==> src/rtl/trap_ctrl.sv <==
// Trap-entry sequencer: arbitrates interrupts against WB-stage exceptions,
// resolves M/S delegation, pulses the trap target and hands a redirect PC to fetch.
module trap_ctrl #(
  parameter int XLEN  = 64,
  parameter int EXC_W = 16
) (
  input  logic              clk,
  input  logic              rst,
  input  logic [3:0]        priv,
  input  logic              mie,
  input  logic              sie,
  input  logic [11:0]       mip,
  input  logic [11:0]       mie_en,
  input  logic [11:0]       mideleg,
  input  logic [EXC_W-1:0]  medeleg,
  input  logic [XLEN-1:0]   mtvec,
  input  logic [XLEN-1:0]   stvec,
  input  logic              exc_valid,
  input  logic [3:0]        exc_code,
  input  logic [XLEN-1:0]   exc_pc,
  input  logic [XLEN-1:0]   exc_tval,
  output logic              int_req,
  input  logic              hold_ack,
  input  logic [XLEN-1:0]   int_pc,
  output logic              trap_target_m,
  output logic              trap_target_s,
  output logic [XLEN-1:0]   cause,
  output logic [XLEN-1:0]   epc,
  output logic [XLEN-1:0]   tval,
  output logic              redirect_valid,
  output logic [XLEN-1:0]   redirect_pc,
  input  logic              redirect_ready,
  output logic              busy
);

  typedef enum logic [1:0] {
    S_IDLE  = 2'd0,
    S_HOLD  = 2'd1,
    S_TRAP  = 2'd2,
    S_REDIR = 2'd3
  } state_t;

  state_t r_state;
  state_t w_state_next;

  logic            r_is_int;
  logic [3:0]      r_code;
  logic            r_tgt_s;
  logic            r_int_req;
  logic [XLEN-1:0] r_cause;
  logic [XLEN-1:0] r_epc;
  logic [XLEN-1:0] r_tval;
  logic [XLEN-1:0] r_redirect_pc;

  logic            w_priv_m;
  logic            w_priv_s;
  logic            w_priv_u;
  logic [11:0]     w_int_pend;
  logic [15:0]     w_pend16;
  logic [15:0]     w_ideleg16;
  logic [15:0]     w_edeleg16;
  logic            w_take_m;
  logic            w_take_s;
  logic            w_sel_valid;
  logic [3:0]      w_sel_code;
  logic            w_sel_deleg;
  logic            w_sel_take;
  logic            w_lat_take;
  logic            w_exc_tgt_s;
  logic            w_load_exc;
  logic            w_load_int;
  logic            w_trap_int;
  logic [XLEN-1:0] w_tvec;
  logic [XLEN-1:0] w_base;
  logic [XLEN-1:0] w_vec_off;
  logic [XLEN-1:0] w_redir_pc;

  assign w_priv_m   = (priv == 4'b1000);
  assign w_priv_s   = (priv == 4'b0010);
  assign w_priv_u   = (priv == 4'b0001);
  assign w_int_pend = mip & mie_en;

  // Zero-extend the per-code vectors to 16 entries so any 4-bit code indexes safely.
  genvar gi;
  generate
    for (gi = 0; gi < 16; gi++) begin : g_pad
      if (gi < 12) begin : g_int
        assign w_pend16[gi]   = w_int_pend[gi];
        assign w_ideleg16[gi] = mideleg[gi];
      end else begin : g_int_zero
        assign w_pend16[gi]   = 1'b0;
        assign w_ideleg16[gi] = 1'b0;
      end
      if (gi < EXC_W) begin : g_exc
        assign w_edeleg16[gi] = medeleg[gi];
      end else begin : g_exc_zero
        assign w_edeleg16[gi] = 1'b0;
      end
    end
  endgenerate

  assign w_take_m = !w_priv_m || mie;
  assign w_take_s = w_priv_u || (w_priv_s && sie);

  // Fixed priority: MEI, MSI, MTI, SEI, SSI, STI.
  always_comb begin
    w_sel_valid = 1'b1;
    w_sel_code  = 4'd0;
    if (w_int_pend[11])      w_sel_code = 4'd11;
    else if (w_int_pend[3])  w_sel_code = 4'd3;
    else if (w_int_pend[7])  w_sel_code = 4'd7;
    else if (w_int_pend[9])  w_sel_code = 4'd9;
    else if (w_int_pend[1])  w_sel_code = 4'd1;
    else if (w_int_pend[5])  w_sel_code = 4'd5;
    else                     w_sel_valid = 1'b0;
  end

  assign w_sel_deleg = w_ideleg16[w_sel_code];
  assign w_sel_take  = w_sel_valid && (w_sel_deleg ? w_take_s : w_take_m);
  assign w_lat_take  = w_pend16[r_code] && (r_tgt_s ? w_take_s : w_take_m);
  assign w_exc_tgt_s = w_edeleg16[exc_code] && !w_priv_m;

  always_comb begin
    w_state_next = r_state;
    w_load_exc   = 1'b0;
    w_load_int   = 1'b0;
    w_trap_int   = 1'b0;
    case (r_state)
      S_IDLE: begin
        if (exc_valid) begin
          w_state_next = S_TRAP;
          w_load_exc   = 1'b1;
        end else if (w_sel_take) begin
          w_state_next = S_HOLD;
          w_load_int   = 1'b1;
        end
      end
      S_HOLD: begin
        if (exc_valid) begin
          w_state_next = S_TRAP;
          w_load_exc   = 1'b1;
        end else if (!w_lat_take) begin
          w_state_next = S_IDLE;
        end else if (hold_ack) begin
          w_state_next = S_TRAP;
          w_trap_int   = 1'b1;
        end
      end
      S_TRAP: begin
        w_state_next = S_REDIR;
      end
      S_REDIR: begin
        if (redirect_ready) w_state_next = S_IDLE;
      end
      default: begin
        w_state_next = S_IDLE;
      end
    endcase
  end

  // Vectored mode only offsets interrupts; exceptions always land on the base.
  assign w_tvec     = r_tgt_s ? stvec : mtvec;
  assign w_base     = {w_tvec[XLEN-1:2], 2'b00};
  assign w_vec_off  = {{(XLEN-6){1'b0}}, r_code, 2'b00};
  assign w_redir_pc = (r_is_int && (w_tvec[1:0] == 2'b01)) ? (w_base + w_vec_off) : w_base;

  always_ff @(posedge clk or posedge rst) begin
    if (rst) begin
      r_state       <= S_IDLE;
      r_is_int      <= 1'b0;
      r_code        <= 4'd0;
      r_tgt_s       <= 1'b0;
      r_int_req     <= 1'b0;
      r_cause       <= '0;
      r_epc         <= '0;
      r_tval        <= '0;
      r_redirect_pc <= '0;
    end else begin
      r_state <= w_state_next;

      if (w_load_exc) begin
        r_is_int <= 1'b0;
        r_code   <= exc_code;
        r_tgt_s  <= w_exc_tgt_s;
      end else if (w_load_int) begin
        r_is_int <= 1'b1;
        r_code   <= w_sel_code;
        r_tgt_s  <= w_sel_deleg;
      end

      // CSR write values change only on entry to TRAP and then persist.
      if (w_load_exc) begin
        r_cause <= {1'b0, {(XLEN-5){1'b0}}, exc_code};
        r_epc   <= exc_pc;
        r_tval  <= exc_tval;
      end else if (w_trap_int) begin
        r_cause <= {1'b1, {(XLEN-5){1'b0}}, r_code};
        r_epc   <= int_pc;
        r_tval  <= '0;
      end

      if (w_load_int) begin
        r_int_req <= 1'b1;
      end else if (w_state_next == S_IDLE) begin
        r_int_req <= 1'b0;
      end

      if (r_state == S_TRAP) begin
        r_redirect_pc <= w_redir_pc;
      end
    end
  end

  assign int_req        = r_int_req;
  assign trap_target_m  = (r_state == S_TRAP) && !r_tgt_s;
  assign trap_target_s  = (r_state == S_TRAP) && r_tgt_s;
  assign cause          = r_cause;
  assign epc            = r_epc;
  assign tval           = r_tval;
  assign redirect_valid = (r_state == S_REDIR);
  assign redirect_pc    = r_redirect_pc;
  assign busy           = (r_state != S_IDLE);

endmodule

==> config.mk <==
export PLATFORM = sky130hd
export DESIGN_NAME = trap_ctrl
export DESIGN_NICKNAME = d
export VERILOG_FILES = /design/src/rtl/trap_ctrl.sv
export SDC_FILE = /design/constraint.sdc
export NUM_CORES = 1
export LEC_CHECK = 0
export BUFFER_PORTS_ARGS = -buffer_cell sky130_fd_sc_hd__buf_2
export CAP_MARGIN = 20
export CORE_AREA = 2 2 252 254
export DETAILED_ROUTE_END_ITERATION = 8
export DIE_AREA = 0 0 254 256
export PLACE_DENSITY_LB_ADDON = 0.05
export SLEW_MARGIN = 20
export SYNTH_ARGS = -nofsm -noshare
export SYNTH_HDL_FRONTEND = slang
export SYNTH_SLANG_ARGS = --single-unit
==> constraint.sdc <==
create_clock -name clk -period 6 [get_ports clk]
set_input_delay 0.6 -clock clk [delete_from_list [all_inputs] [get_ports clk]]
set_output_delay 0.6 -clock clk [all_outputs]
set_load 0.05 [all_outputs]
# Word level (Yosys, flattened, before mapping)
# Index checks and enable logic that the tools add are counted.
dict set report op_classes {
  n_lt_le_gt_ge 3
  n_eq_ne 7
  n_addsub 1
  n_mux 52
  n_reduce_logical 18
  bitwise_logic 1
}
# op count
set op_table {}
lappend op_table {{$mux 64} 8}
lappend op_table {{$add 64x6->64} 1}
lappend op_table {{$mux 1} 26}
lappend op_table {{$mux 4} 6}
lappend op_table {{$lt 4x5->1 const B} 3}
lappend op_table {{$and 12x12->12} 1}
lappend op_table {{$bmux 1 s4} 3}
lappend op_table {{$mux 2} 6}
lappend op_table {{$pmux 2 s4} 1}
lappend op_table {{$reduce_bool 2->1} 4}
lappend op_table {{$logic_and 1x1->1} 7}
lappend op_table {{$mux 3} 2}
lappend op_table {{$eq 2x1->1 const B} 2}
lappend op_table {{$eq 2x2->1 const B} 2}
lappend op_table {{$eq 4x1->1 const B} 1}
lappend op_table {{$eq 4x2->1 const B} 1}
lappend op_table {{$eq 4x4->1 const B} 1}
lappend op_table {{$logic_not 2->1} 2}
lappend op_table {{$logic_not 1->1} 2}
lappend op_table {{$logic_or 1x1->1} 2}
lappend op_table {{$reduce_or 2->1} 1}
dict set report totals {
  out_inout_bits 261
  regBits 265
  in_bits 387
  wordCells 91
}

# Longest topological paths before layout
# Gate-level depths: netlist of run 1.
dict set report depth {
  ltp_word 17
  ltp_mapped 17
  depth_no_buf 11
}

# Worst setup path after synthesis of run 1
# OpenSTA, ideal clock, no wires.
dict set report synth_path {
  path_kind {register -> register}
  from {reg r_tgt_s}
  to {reg r_redirect_pc[59], in the netlist redirect_pc[59]}
  t_required_ps 5880
  n_path_buf 7
  arrival_time_ps 3679
  setup_ps 120
  synth_period_minus_slack_ps 3799
  path_stages_with_launch 18
  slack_ps 2201
  path_cell_list {dfrtp_1 -> buf_4 -> buf_2 -> buf_4 -> buf_2 -> buf_2 -> buf_2 -> mux2i_1 -> inv_1 -> ha_1 -> a211oi_1 -> o21bai_1 -> and3_1 -> buf_6 -> and4b_4 -> nand3_4 -> or3_1 -> a31o_1}
}
dict set report synth_via {
  elab_chain_len 4
}
# element line
set synth_rtl {}
lappend synth_rtl {{start, declared} 48} ;# logic r_tgt_s;
lappend synth_rtl {{start signal, assigned} 184} ;# r_tgt_s <= w_exc_tgt_s;
lappend synth_rtl {{start signal, assigned} 188} ;# r_tgt_s <= w_sel_deleg;
lappend synth_rtl {{$mux 64 *} 162} ;# assign w_tvec = r_tgt_s ? stvec : mtvec;
lappend synth_rtl {{parallel branches: the longest is 2 deep, another holds $add 64x6->64} n/a}
lappend synth_rtl {{$mux 64 *} 165} ;# assign w_redir_pc = (r_is_int && (w_tvec[1:0] == 2'b01)) ? (w_base + w_vec_off) : w_base;
lappend synth_rtl {{end signal, assigned} 209} ;# r_redirect_pc <= w_redir_pc;
lappend synth_rtl {{end, declared} 53} ;# logic [XLEN-1:0] r_redirect_pc;
# Mark *: on every way between the ends.
# A chain may end at the register's enable or synchronous reset.

# Worst setup path in the final report of run 1
# Ends and elaborated chain as after synthesis.

==> out/metrics.cfg, run 1 <==
[clock_tree]
numCtsBuffers=29
post_cts_resized=0
cts-htree-levels=1
cts_tree=yes
cts_buffer_depth=3
cts_setup_buffers=0
cts.reportedPaths.clkPinSlew_ps=60
clk_latency_ps=570
clock_sinks=204
postCtsHoldBufs=1
root_buffer=clkbuf_16

[global_routing]
antenna_found_initial=34
grt_pass1_wl_um=84400
grt-ovfl-total=0
grt_use_total=0.174
grt_max_degree=143
grt_pass1_vias=12200

[finish]
fillCellCount=7015
fin_area_um2=16200
area_delta_synth_final_pct=38.8
fin_cells=2797
layout-drive-gt1-share=0.353
finalNetCount=2309
fin_util=0.260

[floorplanning]
core_area_um2=62400
ios=648
die_w_um=254
die_height_um=256
start_util=0.188
row_count=92
die_area_um2=65000

[power]
cell_internal_pwr_mw=4.34
pwr-share-comb=0.553
power.total_mw=9.58
pwr-share-seq=0.260
clockPowerShare=0.186
ir_drop_v=0.000209
cellLeakagePower_nw=7.80
power_density_nw_per_um2=589
swShare=0.546
p_switching_mw=5.23

[critical_path]
rr_endpoint=redirect_pc[59]$_DFFE_PP0P_
cp_cell_sequence=buf_4 > or3b_2 > a21boi_1 > buf_4 > and3_1 > and4b_4 > nand3_4 > or3_1 > a31o_1
ff2ff_setup_slack_ps=2080
cp.arrival_ps=4380
critPathBufInv=2
slowest_stage=dfrtp_4
start_kind=flop
cpMostUsedCell=buf_4
crit_required_ps=6460
setup.worst_path.end_class=flop
reg2reg_from=r_tgt_s$_DFFE_PP0P_
path_class=flop to flop
crit_fanout=37
critPathTopFamily=simple AND/OR/NAND/NOR gates
cpPeakStageDelay_ps=690
ff2ff_path_depth=9

[detailed_routing]
wl_per_cell_um=20.9
wl_um=58500
vias=12000
drtPass1Iterations=5
route.detailed.drc=0
drtIter0Drc=539
vias_per_cell=4.27
ant_nets=0

[sta]
max_freq_mhz=255
tightestPinTransition_ps=1050
drv_slew=0
period_minus_slack_ps=3920
min_period_over_period=0.653
setup-tns-final_ps=0
timing.hold.ws_ps=227
worst_slack_ps=2080
setup_viol=0
slew_headroom=0.298
hold_violations=0
fin_worst_skew_ps=8.38
grt_setup_unrepaired=false

[worst_hold_path]
hold_end=tval[22]$_DFFE_PP0P_
min_path_type=input port to flop
whs_path_depth=3
worstHoldStart=exc_tval[22]

[placed_design]
dpl.hpwl_um=44400
port_buffers=583
place_ws_ps=1960
dpl_cell_area_um2=15200
dp.cells=2731
place_congestion=0.788

[yosys]
synth_top_area_frac=0.436
synth-edff-count=0
synth_area_leaders=dfrtp_1, nand2_1, o21ai_0
synth_cell_type_count=73
yosysSeqAreaShare=0.436
async_flop_share=1.00
ys_warn_count=0
synth.ff_latch_count=204
synth_area_um2=11700
synthesis.area_per_instance_um2=8.52
syn_inst=1374
synth_area_leader_cell=dfrtp_1
ys.flop_type=dfrtp_1

[job]
drv_cap=0

[run_status]
outcome=finished, final reports clean

## state kept, by name, indices dropped and copies added (netlist names)
| name | flops |
|---|---|
| int_req | 1 |
| r_tgt_s | 1 |
| tval | 64 |
| cause | 5 |
| redirect_pc | 62 |
| r_state | 2 |
| r_code | 4 |
| epc | 64 |
| r_is_int | 1 |
## worst min-delay path, stage by stage
cell	delay, ps
buf_2	70
nand2_1	30
o21ai_0	50
## metal layers
layer | up-vias | GRT usage | wire [um]
met1 | 5702 | 0.198 | 22600
met4 | 36 | 0.0319 | 958
met3 | 94 | 0.0713 | 5790
met5 | - | 0 | 211
met2 | 406 | 0.305 | 28900
li1 | 5719 | - | -
## power by group through the flow
| stage | combinational (mW) | clock [mW] | sequential, mW |
|---|---|---|---|
| after floorplan | 1.68 | 0 | 4.63 |
| after CTS | 5.40 | 1.86 | 2.51 |
| after detailed placement | 5.40 | 0 | 2.50 |
| after global placement | 5.40 | 0 | 2.50 |
| final | 5.30 | 1.78 | 2.49 |
| after global routing | 5.69 | 1.91 | 2.60 |
## cells in the mapped netlist (3+ instances only)
| master | n |
|---|---|
| a211o_1 | 3 |
| a211oi_1 | 7 |
| a21oi_1 | 122 |
| a222oi_1 | 3 |
| a22oi_1 | 6 |
| a31oi_1 | 19 |
| a32o_1 | 7 |
| a32oi_1 | 3 |
| and2_1 | 7 |
| and3_1 | 10 |
| buf_2 | 21 |
| buf_4 | 64 |
| buf_6 | 3 |
| clkbuf_1 | 60 |
| dfrtp_1 | 204 |
| ha_1 | 4 |
| inv_1 | 4 |
| mux2_2 | 6 |
| mux2i_1 | 51 |
| mux4_2 | 8 |
| nand2_1 | 324 |
| nand2b_1 | 5 |
| nand3_1 | 39 |
| nand3b_1 | 13 |
| nand4_1 | 11 |
| nand4b_1 | 4 |
| nor2_1 | 93 |
| nor2b_1 | 14 |
| nor3_1 | 9 |
| o211ai_1 | 3 |
| o21ai_0 | 125 |
| o21ai_1 | 14 |
| or3_1 | 4 |
| xnor2_1 | 40 |
| xor2_1 | 16 |
## placed cells by master, fill, tap and decap left out, types with 8 or more instances in the layout
cell,instances
a31oi_1,19
o21ai_1,14
dfrtp_1,203
mux2i_1,51
xnor2_1,40
and3_1,10
clkbuf_16,29
diode_2,16
buf_2,583
conb_1,61
nand3b_1,13
nand4_1,11
nor2b_1,13
nand3_1,39
clkbuf_8,9
nand2_1,324
xor2_1,16
buf_4,15
mux4_2,8
a21oi_1,122
nor2_1,93
nor3_1,9
o21ai_0,125
## worst max-delay path by stage
stage,start,endpoint,slack (ps),cells past startpoint
2_1_floorplan,r_tgt_s$_DFFE_PP0P_,redirect_pc[59]$_DFFE_PP0P_,2200,17
3_3_place_gp,r_tgt_s$_DFFE_PP0P_,redirect_pc[56]$_DFFE_PP0P_,1940,10
3_5_place_dp,r_tgt_s$_DFFE_PP0P_,redirect_pc[56]$_DFFE_PP0P_,1960,10
4_1_cts,r_tgt_s$_DFFE_PP0P_,redirect_pc[56]$_DFFE_PP0P_,1930,10
5_1_grt,r_tgt_s$_DFFE_PP0P_,redirect_pc[60]$_DFFE_PP0P_,1720,12
6_report,r_tgt_s$_DFFE_PP0P_,redirect_pc[59]$_DFFE_PP0P_,2080,9
## cell families (layout without fill, tap and decap cells)
group | count (synthesis) | after routing | share of synthesized area
and+or+nand+nor | 552 | 552 | 0.212
xor gates and xnor gates | 56 | 56 | 0.0419
buffers and inverters | 155 | 656 | 0.0744
other | 1 | 77 | 0.000320
DFF | 204 | 204 | 0.436
AOI/OAI and AO/OA | 335 | 335 | 0.163
muxes | 66 | 66 | 0.0667
adders and majority gates | 5 | 5 | 0.00599
## final cells by class
class | count | area, um2 | area share
diodes | 16 | 40.0 | 0.00246
clock buffers | 43 | 868 | 0.0534
clock inverters | 6 | 80.1 | 0.00493
inverters | 6 | 26.3 | 0.00162
multi-input cells | 1075 | 5990 | 0.368
flip-flops and latches | 204 | 5110 | 0.314
well taps | 846 | 1060 | 0.0651
repair buffers | 601 | 3080 | 0.190
No activity file was read; power rests on OpenSTA's default activity.
==> run 2: changes to the inputs <==
--- a/config.mk
+++ b/config.mk
@@ -7,9 +7,9 @@
 export LEC_CHECK = 0
 export BUFFER_PORTS_ARGS = -buffer_cell sky130_fd_sc_hd__buf_2
 export CAP_MARGIN = 20
-export CORE_AREA = 2 2 252 254
+export CORE_AREA = 2 2 255 257
 export DETAILED_ROUTE_END_ITERATION = 8
-export DIE_AREA = 0 0 254 256
+export DIE_AREA = 0 0 257 259
 export PLACE_DENSITY_LB_ADDON = 0.05
 export SLEW_MARGIN = 20
 export SYNTH_ARGS = -nofsm -noshare
==> constraint.sdc (replaced) <==
create_clock -name clk -period 3.71 [get_ports clk]
set_input_delay 0.371 -clock clk [delete_from_list [all_inputs] [get_ports clk]]
set_output_delay 0.371 -clock clk [all_outputs]
set_load 0.05 [all_outputs]
==> out/metrics.cfg, run 2 (synthesized netlist as in run 1, its figures left out) <==
[detailed_routing]
route.detailed.drc=0  ; unchanged
vias_per_cell=4.23  ; -1.1%
wl_um=57300  ; -2.1%
vias=12300  ; +2.9%
wl_per_cell_um=19.7  ; -5.9%
drtPass1Iterations=4  ; -1
ant_nets=0  ; unchanged
drtIter0Drc=582  ; +8.0%

[global_routing]
antenna_found_initial=17  ; -50%
grt_pass1_vias=12700  ; +3.9%
grt_use_total=0.166  ; -0.00766
grt-ovfl-total=0  ; unchanged
grt_pass1_wl_um=84200  ; -0.20%
grt_max_degree=111  ; -22%

[critical_path]
setup.worst_path.end_class=flop
crit_fanout=14  ; -62%
rr_endpoint=redirect_pc[36]$_DFFE_PP0P_
slowest_stage=dfrtp_4
crit_start=r_tgt_s$_DFFE_PP0P_
ff2ff_setup_slack_ps=400  ; -1680 ps
crit_path_end=redirect_pc[36]$_DFFE_PP0P_
path_class=flop to flop
crit_required_ps=4150  ; -2310 ps
ff2ff_path_depth=12  ; +3
cp_cell_sequence=mux2_2 > ha_1 > inv_1 > fa_1 > nor2b_1 > o21a_1 > o211ai_1 > buf_4 > nor3_1 > nand2_1 > xnor2_1 > o21ai_0
start_kind=flop
reg2reg_from=r_tgt_s$_DFFE_PP0P_
cp.arrival_ps=3750  ; -630 ps
cpPeakStageDelay_ps=590  ; -100 ps

[placed_design]
place_congestion=0.813  ; +3.1%
port_buffers=583  ; unchanged
dpl.hpwl_um=44200  ; -0.33%
dp.cells=2762  ; +1.1%
dpl_cell_area_um2=15500  ; +1.9%

[power]
ir_drop_v=0.000515  ; +150%
cellLeakagePower_nw=8.36  ; +7.1%
power_density_nw_per_um2=904  ; +53%

[clock_tree]
cts.reportedPaths.clkPinSlew_ps=60  ; about the same
root_buffer=clkbuf_16
cts-htree-levels=1  ; unchanged
cts_buffer_depth=3  ; unchanged
cts_tree=yes
cts_setup_buffers=0  ; unchanged
clock_sinks=204  ; unchanged
clk_latency_ps=590  ; +20 ps
numCtsBuffers=29  ; unchanged

[floorplanning]
die_area_um2=66600  ; +2.4%
ios=648  ; unchanged
die_height_um=259  ; +1.2%
start_util=0.183  ; -0.00438
row_count=93  ; +1.1%
core_area_um2=63900  ; +2.4%
die_w_um=257  ; +1.2%

[sta]
hold_violations=0  ; unchanged
drv_slew=0  ; unchanged
fin_worst_skew_ps=25.3  ; +16.9 ps
setup-tns-final_ps=0  ; unchanged
tightestPinTransition_ps=784  ; -269 ps
max_freq_mhz=302  ; +18%
slew_headroom=0.477  ; +0.179
min_period_over_period=0.893  ; +0.240
grt_setup_unrepaired=false
timing.hold.ws_ps=35.7  ; -192 ps
setup_viol=0  ; unchanged
period_minus_slack_ps=3310  ; -606 ps

[finish]
fillCellCount=7062  ; +0.67%
layout-drive-gt1-share=0.346  ; -0.00712
layout_commonest_cell=buf_2
fin_area_um2=17500  ; +7.7%
finalNetCount=2420  ; +4.8%
area_delta_synth_final_pct=49.4
fin_cells=2910  ; +4.0%
mostFrequentLayoutCells=buf_2, nand2_1, dfrtp_1, o21ai_0, a21oi_1

[run_status]
outcome=finished, final reports clean

[worst_hold_path]
min_path_type=input port to flop

[job]
drv_cap=0  ; unchanged

run 2: cell types whose count changed in the layout (fill, tap and decap cells not counted):
cell           change
mux2i_1            -1
diode_2           -11
buf_12             +9
inv_16             +1
buf_4             +13
mux2i_2            +1
dlygate4sd3_1     +89
bufinv_16          +3
clkbuf_1           +1
clkinvlp_4         +2
clkbuf_8           -3
run 2: critical path: cells and delay by family (launching register included):
family	cells	cell delay [ps]
compound gates	3	450
xor+xnor	1	180
buf+inv	2	310
fa+ha+maj	2	600
simple gates	3	740
flops	1	590
mux	1	290
run 2: routing by layer:
| layer | routed length (um) | up-vias | global-route usage |
|---|---|---|---|
| met5 | 110 | - | 0 |
| met4 | 902 | 18 | 0.0284 |
| met3 | 4040 | 66 | 0.0490 |
| met2 | 28300 | 396 | 0.291 |
| met1 | 23900 | 5900 | 0.203 |
| li1 | - | 5921 | - |
run 2: cell type report:
type | instances | area, um2 | area share
Antenna cell | 5 | 12.5 | 0.000715
Tap cell | 855 | 1070 | 0.0612
Inverter | 6 | 26.3 | 0.00150
Timing Repair Buffer | 712 | 4250 | 0.243
Clock buffer | 41 | 831 | 0.0475
Clock inverter | 12 | 205 | 0.0117
Sequential cell | 204 | 5110 | 0.292
Multi-Input combinational cell | 1075 | 5990 | 0.342
run 2: report_power, final:
part	leakage [nW]	internal [mW]	switching, mW
Sequential	2.45	3.32	0.661
Clock	0.504	1.90	1.18
Combinational	5.41	2.13	6.62
run 2: metrics by stage:
step                 util  power [mW]  setup slack (ps)
floorplan               -        10.2              37.3
global placement    0.243        12.9               341
detailed placement  0.243        12.9               333
CTS                 0.274        16.2               299
global route        0.274        16.9              28.6
finish              0.274        15.8               396
run 2: timing repair:
item / CTS / global route
hold buffers: 90 / 0
resized for setup: 0 / 0
hold endpoints to repair: 145 / 0
run 2: how the worst min path moves through the flow:
| stage | start | endpoint | slack, ps | depth (start not counted) |
|---|---|---|---|---|
| floorplan | r_is_int$_DFFE_PP0P_ | r_is_int$_DFFE_PP0P_ | 440 | 2 |
| global placement | rst | tval[43]$_DFFE_PP0P_ | 280 | 2 |
| detailed placement | rst | tval[43]$_DFFE_PP0P_ | 280 | 2 |
| CTS | exc_pc[63] | epc[63]$_DFFE_PP0P_ | 0.2 | 3 |
| global route | exc_pc[7] | epc[7]$_DFFE_PP0P_ | 10 | 3 |
| finish | exc_pc[2] | epc[2]$_DFFE_PP0P_ | 40 | 3 |
==> run 3: changes to the inputs <==
--- a/config.mk
+++ b/config.mk
@@ -5,11 +5,12 @@
 export SDC_FILE = /design/constraint.sdc
 export NUM_CORES = 1
 export LEC_CHECK = 0
-export BUFFER_PORTS_ARGS = -buffer_cell sky130_fd_sc_hd__buf_2
 export CAP_MARGIN = 20
-export CORE_AREA = 2 2 255 257
+export CORE_AREA = 2 2 249 251
 export DETAILED_ROUTE_END_ITERATION = 8
-export DIE_AREA = 0 0 257 259
+export DIE_AREA = 0 0 251 253
+export DONT_BUFFER_PORTS = 1
+export GPL_ROUTABILITY_DRIVEN = 0
 export PLACE_DENSITY_LB_ADDON = 0.05
 export SLEW_MARGIN = 20
 export SYNTH_ARGS = -nofsm -noshare
==> out/metrics.cfg, run 3 (synthesized netlist as in run 1, its figures left out) <==
[run_status]
outcome=finished, final reports clean

[placed_design]
port_buffers=0  ; -100%
dpl.hpwl_um=40600  ; -8.3%
dp.cells=2105  ; -24%
place_ws_ps=221  ; -111 ps
dpl_cell_area_um2=12500  ; -20%

[clock_tree]
numCtsBuffers=29  ; unchanged
cts_buffer_depth=3  ; unchanged
cts.reportedPaths.clkPinSlew_ps=60  ; about the same
cts_tree=yes
clk_latency_ps=570  ; -20 ps
clock_sinks=204  ; unchanged
cts-htree-levels=1  ; unchanged
root_buffer=clkbuf_16

[sta]
drv_slew=0  ; unchanged
grt_setup_unrepaired=false
max_freq_mhz=290  ; -3.8%
timing.hold.ws_ps=57.0  ; +21.3 ps
worst_slack_ps=265  ; -131 ps
hold_violations=0  ; unchanged
setup_viol=0  ; unchanged
setup-tns-final_ps=0  ; unchanged
fin_worst_skew_ps=8.05  ; -17.2 ps
tightestPinTransition_ps=971  ; +186 ps
period_minus_slack_ps=3450  ; +131 ps
slew_headroom=0.350  ; -0.127
min_period_over_period=0.929  ; +0.0353

[finish]
layout_commonest_cell=nand2_1
fin_util=0.254  ; -0.0199
layout-drive-gt1-share=0.0772  ; -0.269
fin_area_um2=15500  ; -11%
fillCellCount=6692  ; -5.2%
multiInputGateArea_um2=5990  ; unchanged
finalNetCount=1938  ; -20%
regArea_um2=5110  ; unchanged
mostFrequentLayoutCells=nand2_1, dfrtp_1, dlygate4sd3_1, o21ai_0, a21oi_1
fin_cells=2367  ; -19%
area_delta_synth_final_pct=32.4

[critical_path]
start_kind=flop
setup.worst_path.end_class=flop
cp.arrival_ps=3870  ; +120 ps
crit_required_ps=4140  ; about the same
path_class=flop to flop
crit_fanout=40  ; +26

[detailed_routing]
route.detailed.drc=0  ; unchanged
wl_um=54400  ; -5.1%
ant_nets=0  ; unchanged
wl_per_cell_um=23.0  ; +17%
drtPass1Iterations=5  ; +1
vias=10600  ; -14%
drtIter0Drc=524  ; -10%
vias_per_cell=4.47  ; +5.7%

[global_routing]
grt-ovfl-total=0  ; unchanged
antenna_found_initial=13  ; -4
grt_pass1_wl_um=77300  ; -8.2%
grt_pass1_vias=10900  ; -14%
grt_use_total=0.163  ; -0.00304
grt_max_degree=100  ; -9.9%

[power]
ir_drop_v=0.000442  ; -14%
power.total_mw=15.2  ; -4.1%
power_density_nw_per_um2=978  ; +8.3%
cellLeakagePower_nw=6.40  ; -23%

[floorplanning]
start_util=0.192  ; +0.00857
die_area_um2=63500  ; -4.6%
row_count=91  ; -2.2%
die_height_um=253  ; -2.3%
ios=648  ; unchanged
die_w_um=251  ; -2.3%
core_area_um2=61000  ; -4.5%

[worst_hold_path]
min_path_type=input port to flop

[job]
drv_cap=0  ; unchanged

[run 3: cell count changes in the layout (fill, tap and decap cells not counted), sizes merged]
cell,before,now
clkinvlp,3,1
diode,5,9
dlygate4sd3,90,197
clkinv,4,7
bufinv,5,4
buf,622,33
[run 3: final cells by class]
cell class              count  area share
multi-input cells        1075       0.386
diodes                      9     0.00145
clock inverters            12      0.0106
flip-flops and latches    204       0.330
inverters                   6     0.00170
repair buffers            230       0.152
clock buffers              41      0.0543
well taps                 790      0.0638
[run 3: critical path, cell delays in order (launching register included)]
cell and delay (ps):
dfrtp_4 450, buf_12 240, mux2_2 380, ha_1 320, nor2b_1 150, o21a_1 200, o211ai_1 780, nor4_4 100
buf_4 240, and4_1 200, o21ai_1 110, o311ai_1 100
[run 3: final timing paths]
| kind | startpoint | end | slack [ps] | depth (start not counted) |
|---|---|---|---|---|
| hold reg to reg | r_is_int$_DFFE_PP0P_ | r_is_int$_DFFE_PP0P_ | 560 | 2 |
| hold / removal | int_pc[61] | epc[61]$_DFFE_PP0P_ | 60 | 2 |
| setup / recovery | r_tgt_s$_DFFE_PP0P_ | redirect_pc[56]$_DFFE_PP0P_ | 260 | 11 |
| setup reg to reg | r_tgt_s$_DFFE_PP0P_ | redirect_pc[56]$_DFFE_PP0P_ | 260 | 11 |
| max in group asynchronous | rst | epc[9]$_DFFE_PP0P_ | 2450 | 3 |
| min in group asynchronous | rst | tval[40]$_DFFE_PP0P_ | 280 | 2 |
[run 3: layer usage]
layer | global-route usage | wire length (um) | part of all wire
met4 | 0.0410 | 1270 | 0.023
met5 | 0 | 31 | 0.00057
met1 | 0.182 | 20300 | 0.37
met2 | 0.284 | 27000 | 0.50
met3 | 0.0719 | 5760 | 0.11
[run 3: power by group]
group | internal (mW) | switching, mW | total (mW)
Clock | 1.84 | 1.18 | 3.02
Sequential | 3.24 | 4.80 | 8.04
Combinational | 1.85 | 2.25 | 4.10
[run 3: what timing repair did]
item	in CTS	in global routing
setup endpoints to repair	0	1
gates resized for setup	0	0
endpoints found under the hold margin	153	0
buffers inserted	0	3
hold buffers	197	0
